===== src/rtl/shift_reg_univ.sv =====
// shift_reg_univ: WIDTH-bit universal shift register with hold, shift right,
// shift left and parallel load, a per-bit output inversion mask, and a
// burst sequencer that shifts a programmed number of places on its own and
// then pulses done.
//
// Burst handshake: burst_start is sampled only while the sequencer is idle
// (busy=0) and ce=1. A non-zero burst_len is accepted on that edge. busy is
// high for exactly burst_len enabled shift cycles, and done pulses for one
// cycle after the last shift. A zero burst_len skips busy and pulses done on
// the next cycle. A new request is accepted in the same cycle that done is
// high, because the sequencer is already back in idle.
module shift_reg_univ #(
  parameter int               WIDTH    = 8,
  parameter logic [WIDTH-1:0] INV_MASK = {WIDTH{1'b0}},
  parameter int               LEN_W    = 4
) (
  input  logic             clk,
  input  logic             rst,
  input  logic             ce,
  input  logic [1:0]       mode,
  input  logic [WIDTH-1:0] d,
  input  logic             sr_in,
  input  logic             sl_in,
  input  logic             burst_start,
  input  logic [LEN_W-1:0] burst_len,
  input  logic             burst_dir,
  output logic [WIDTH-1:0] q,
  output logic [WIDTH-1:0] qn,
  output logic             sr_out,
  output logic             sl_out,
  output logic             busy,
  output logic             done,
  output logic             state_dbg
);

  localparam logic [1:0] MODE_HOLD  = 2'b00;
  localparam logic [1:0] MODE_RIGHT = 2'b01;
  localparam logic [1:0] MODE_LEFT  = 2'b10;
  localparam logic [1:0] MODE_LOAD  = 2'b11;

  localparam logic [LEN_W-1:0] CNT_ZERO = {LEN_W{1'b0}};
  localparam logic [LEN_W-1:0] CNT_ONE  = {{(LEN_W-1){1'b0}}, 1'b1};

  typedef enum logic {
    S_IDLE  = 1'b0,
    S_SHIFT = 1'b1
  } state_t;

  state_t           state, state_next;
  logic [WIDTH-1:0] r, r_next;
  logic [LEN_W-1:0] cnt, cnt_next;
  logic             dir, dir_next;
  logic             done_next;

  // Both one-place shift results; the mode decode and the burst path share them.
  logic [WIDTH-1:0] r_shr;
  logic [WIDTH-1:0] r_shl;

  assign r_shr = {sr_in, r[WIDTH-1:1]};
  assign r_shl = {r[WIDTH-2:0], sl_in};

  // The register stores raw data. Polarity is applied only on the way out.
  assign q         = r ^ INV_MASK;
  assign qn        = ~(r ^ INV_MASK);
  assign sr_out    = r[0];
  assign sl_out    = r[WIDTH-1];
  assign busy      = (state == S_SHIFT);
  assign state_dbg = state;

  // Next-state logic. With ce low everything holds, and done drops because its default is 0.
  always_comb begin
    r_next     = r;
    state_next = state;
    cnt_next   = cnt;
    dir_next   = dir;
    done_next  = 1'b0;

    if (ce) begin
      unique case (state)
        S_IDLE: begin
          if (burst_start) begin
            // A burst request takes priority over mode, and r holds on the accept edge.
            if (burst_len != CNT_ZERO) begin
              cnt_next   = burst_len;
              dir_next   = burst_dir;
              state_next = S_SHIFT;
            end else begin
              done_next = 1'b1;
            end
          end else begin
            unique case (mode)
              MODE_HOLD:  r_next = r;
              MODE_RIGHT: r_next = r_shr;
              MODE_LEFT:  r_next = r_shl;
              MODE_LOAD:  r_next = d;
              default:    r_next = r;
            endcase
          end
        end

        S_SHIFT: begin
          // mode and burst_start are ignored until the burst runs out.
          r_next   = dir ? r_shl : r_shr;
          cnt_next = cnt - CNT_ONE;
          if (cnt == CNT_ONE) begin
            state_next = S_IDLE;
            done_next  = 1'b1;
          end
        end

        default: begin
          state_next = S_IDLE;
          cnt_next   = CNT_ZERO;
        end
      endcase
    end
  end

  // State register. rst wins over ce and aborts any burst without a done pulse.
  always_ff @(posedge clk) begin
    if (rst) begin
      r     <= {WIDTH{1'b0}};
      state <= S_IDLE;
      cnt   <= CNT_ZERO;
      dir   <= 1'b0;
      done  <= 1'b0;
    end else begin
      r     <= r_next;
      state <= state_next;
      cnt   <= cnt_next;
      dir   <= dir_next;
      done  <= done_next;
    end
  end

endmodule

===== config.mk =====
export PLATFORM = sky130hd
export DESIGN_NAME = shift_reg_univ
export DESIGN_NICKNAME = d
export VERILOG_FILES = /design/src/rtl/shift_reg_univ.sv
export SDC_FILE = /design/constraint.sdc
export NUM_CORES = 1
export LEC_CHECK = 0
export CORE_MARGIN = 5
export CORE_UTILIZATION = 35
export CTS_CLUSTER_SIZE = 24
export DETAILED_ROUTE_END_ITERATION = 6
export PLACE_DENSITY = 0.63
export SLEW_MARGIN = 20
export SYNTH_ARGS = -nofsm -noshare
export SYNTH_HDL_FRONTEND = slang
export SYNTH_SLANG_ARGS = --single-unit

===== constraint.sdc =====
create_clock -name clk -period 1.8 [get_ports clk]
set_clock_uncertainty 0.1 [all_clocks]
set_input_delay 0.27 -clock clk [delete_from_list [all_inputs] [get_ports clk]]
set_output_delay 0.27 -clock clk [all_outputs]
set_load 0.02 [all_outputs]

==> Flow_metrics.wiki <==
{| class="wikitable"
! Metric !! Value
|-
| Result of the run || finished, final reports clean
|-
| Worst Hold Class || register to register
|-
| Endpoint of the worst hold path || cnt[3]
|-
| Rel. slew slack || a little over two thirds
|-
| Post-synthesis compound-gate area fraction || about 30%
|-
| Flip-flop and latch area || about 300 um2
|-
| Critical path endpoint category || output port
|-
| Multiplexer fraction of the synthesized cell area || 11.2%
|-
| R2R setup slack || 0.31 ns
|-
| X dimension of the die || around 66 um
|-
| Floorplan row count || 20
|-
| Number of global-route vias before repair || 1,017
|-
| Clock tree from TritonCTS || built
|-
| Number of remaining DRC errors || 0
|-
| Max Cap Viol || 0
|-
| Highest ir drop seen on vdd || roughly 0.45 mV
|-
| Ratio of cells with drive above 1 in the final layout || between 10% and 20%
|-
| Die span in y || between 60 and 70 um
|-
| Slack of the critical path || approximately 0.046 ns
|-
| Cell type with the largest total area after synthesis || sky130_fd_sc_hd__dfxtp_1
|-
| Area growth from synthesis to layout || 49.1%
|-
| Fmax || 570 MHz
|-
| Count of pins on the block boundary || 42
|-
| RePlAce Congestion || a little over 0.8
|-
| Total Routed Length || between 3000 and 4000 um
|-
| Seq/Total Area, Yosys || 27.6%
|-
| CP Max Fanout || 5
|-
| Post-CTS repair timing setup buffer count || 0
|-
| Insertion delay of the later-clocked pin in the worst-skew pair || 0.28 ns
|-
| Standard cell core area || about 3000 um2
|-
| CTS sink count || 15
|-
| Endpoints failing setup || 0
|-
| Leakage Power || between 0.6 and 0.7 nW
|-
| R2R Path End || busy
|-
| Number of violations reported at the end of detailed-routing iteration 0 || a little over 60
|-
| Largest family of logic cells by synthesized area || compound AO/OA/AOI/OAI gates
|-
| Max Root-Sink Buffers || 2
|-
| Fill count || roughly 310
|-
| Worst R2R Start || cnt[1]
|-
| HPWL after detailed placement || ~2400 um
|-
| Largest net degree at the start of global routing || 32
|-
| Areal power density over the cells || 573 nW/um2
|-
| Max-slew violation total from the final report || 0
|-
| Pre-CTS worst setup slack || -0.0867 ns
|-
| Minimum period implied by the final worst setup slack || between 1.5 and 2 ns
|-
| Synth Net Count || ~160
|-
| Share of the clock period used by the worst path || 97.4%
|-
| TritonCTS Buffers || 3
|-
| Number of nets at the end of the flow || between 200 and 250
|-
| Worst EP required || about 1.4 ns
|-
| Area share of fa/ha/maj cells after synthesis || between 2 and 2.5%
|-
| Total area of multi-input combinational cells || 642 um2
|-
| H-tree level count || 1
|-
| Final Hold Viols || 0
|-
| Vias after detailed routing || around 1.2k
|-
| WP data arrival || around 1.4 ns
|-
| GRT Resource Usage Total || 14.1%
|-
| Hold Path Origin || cnt[3]
|-
| Number of antenna violations at the first check in global routing || 0
|-
| Distinct cell type count after synthesis || 31
|-
| Depth of the most critical reg-to-reg path || 5
|-
| Residual overflow from global routing || 0
|-
| Share of the synthesized netlist area taken by xor and xnor gates || less than 1%
|-
| Post-synthesis share of cell area spent on and, or, nand and nor gates || between 10% and 20%
|-
| Slew at the pin closest to its max-slew limit || between 0.4 and 0.5 ns
|-
| WS Path Type || register to output port
|-
| Ys Warns || 0
|-
| Synthesized cell area || 1090 um2
|-
| Effective utilization at floorplan || a little over a third
|-
| Detailed Routing Iterations Pass 1 || 4
|-
| CTS Hold Buffers Added || 0
|-
| Synthesized area per cell || between 7 and 8 um2
|-
| Biggest area contributors in the synthesized netlist || sky130_fd_sc_hd__dfxtp_1, sky130_fd_sc_hd__mux2i_1, sky130_fd_sc_hd__a21oi_1, sky130_fd_sc_hd__o211ai_1, sky130_fd_sc_hd__nand2_1
|-
| Post-route insts no fill || 233
|-
| WL/cell || roughly 13 um
|-
| Overall die area || between 4000 and 5000 um2
|-
| Count of mapped cells out of synthesis || ~140
|-
| Startpoint kind of the worst setup timing path || register
|-
| Total inserted antenna cells || 0
|-
| Number of gates resized after CTS || 0
|-
| FF+latch count, synth || 15
|-
| Port Buf Inserts || a little over 40
|-
| Detail Route Antenna Nets || 0
|-
| Area fraction of the dominant cell type after synthesis || ~28%
|-
| Critical-path cell with the highest stage delay || sky130_fd_sc_hd__clkdlybuf4s50_1
|-
| First-pass GRT wire length || ~4900 um
|-
| Hold path cells || 2
|-
| CP Cell Sequence || inv_1 -> clkdlybuf4s50_1
|-
| Clock-pin slew of the registers on the worst-case setup and hold paths || 0.09 ns
|-
| Largest incremental delay on the critical path || 0.62 ns
|-
| Placed Cells || 229
|-
| Post-detailed-route via-to-cell ratio || 4.99
|-
| Buffer cell driving the clock tree root || sky130_fd_sc_hd__clkbuf_4
|}
-- worst max path at each step --
stage,slack (ns),to,from
global placement,-0.03,cnt[2],burst_len[2]
detailed placement,-0.09,cnt[2],burst_len[2]
global route,-0.01,q[5],q[5]
floorplan,0.39,busy,cnt[1]
CTS,0.004,q[4],q[4]
finish,0.05,qn[3],q[3]
-- through the flow --
stage                     cell area, um2  total power, mW  setup TNS [ns]  util, %  hold slack, ns
after global placement              1590            0.739         -0.0361     52.5           0.375
after floorplan                     1090            0.587               0        -           0.235
after detailed placement            1590            0.745          -0.262     52.5           0.389
after global routing                1620            0.989        -0.00995     53.6           0.424
final                               1620            0.930               0     53.6           0.404
after CTS                           1620            0.946               0     53.3           0.402
-- power by group --
group / internal [mW] / total, mW / switching (mW)
sequential: 0.355 / 0.384 / 0.0287
combinational: 0.183 / 0.353 / 0.170
clock: 0.0861 / 0.193 / 0.107
total: 0.624 / 0.930 / 0.305
-- cell type report --
type / count / area share (%)
multi-input combinational: 100 / 39.6
timing repair buffer: 57 / 33.8
sequential: 15 / 18.6
tap: 44 / 3.40
inverter: 13 / 3.01
clock buffer: 4 / 1.62
-- state kept, by name, summed over array words and instances, names as in the netlist --
name	cells
cnt	4
done	1
dir	1
q	8
busy	1
-- logic make-up (layout without fill, tap and decap cells) --
family | count (synthesis) | in the layout
AND/OR/NAND/NOR | 38 | 38
XOR/XNOR | 1 | 1
buffers and inverters | 26 | 74
AO/OA/AOI/OAI | 47 | 47
adder cells (fa/ha/maj) | 2 | 2
flip-flops | 15 | 15
multiplexers | 12 | 12
-- layer usage --
metal / vias up / GRT usage [%] / part of all wire (%)
met3: 2 / 2.56 / 5.8
met5: - / 0 / 0
met1: 536 / 17.1 / 44
li1: 588 / - / -
met4: 0 / 3.89 / 0.88
met2: 36 / 25.3 / 50
-- worst max-delay path: cells and delay by family, from the launching register on --
kind	cells	cell delay (ns)
DFF	1	0.37
buffers and inverters	2	0.74
-- layout by cell type, fill, tap and decap left out, drive strengths merged --
cell,Yosys,final
a211oi,5,5
nor4,1,1
o21ai,3,3
o21ba,1,1
xnor2,1,1
o221a,1,1
nand3,1,1
nand2,17,17
o41a,1,1
dlymetal6s2s,0,2
a31oi,1,1
clkbuf,4,4
nor2,14,14
mux2,1,1
a21oi,20,20
o211ai,13,13
mux2i,11,11
o21a,1,1
a211o,1,1
inv,13,13
buf,9,16
nand2b,2,2
clkdlybuf4s50,0,39
dfxtp,15,15
ha,2,2
or4bb,1,1
nor3,2,2
-- cells in the mapped netlist --
cell type,number
sky130_fd_sc_hd__a211oi_2,1
sky130_fd_sc_hd__o21ai_4,1
sky130_fd_sc_hd__xnor2_1,1
sky130_fd_sc_hd__a211oi_1,4
sky130_fd_sc_hd__buf_6,3
sky130_fd_sc_hd__nand2_1,17
sky130_fd_sc_hd__inv_1,13
sky130_fd_sc_hd__ha_1,2
sky130_fd_sc_hd__mux2i_1,11
sky130_fd_sc_hd__o221a_1,1
sky130_fd_sc_hd__o21ai_2,1
sky130_fd_sc_hd__a31oi_1,1
sky130_fd_sc_hd__clkbuf_1,3
sky130_fd_sc_hd__a211o_1,1
sky130_fd_sc_hd__mux2_2,1
sky130_fd_sc_hd__o21ai_0,1
sky130_fd_sc_hd__o21a_1,1
sky130_fd_sc_hd__or4bb_1,1
sky130_fd_sc_hd__o211ai_1,13
sky130_fd_sc_hd__nand2b_1,2
sky130_fd_sc_hd__buf_2,3
sky130_fd_sc_hd__nor4_1,1
sky130_fd_sc_hd__nand3_1,1
sky130_fd_sc_hd__dfxtp_1,15
sky130_fd_sc_hd__nor3_1,2
sky130_fd_sc_hd__o41a_1,1
sky130_fd_sc_hd__nor2_1,14
sky130_fd_sc_hd__a21oi_1,20
sky130_fd_sc_hd__clkbuf_8,1
sky130_fd_sc_hd__o21ba_2,1
sky130_fd_sc_hd__buf_4,3
No activity file was read; power rests on OpenSTA's default activity.
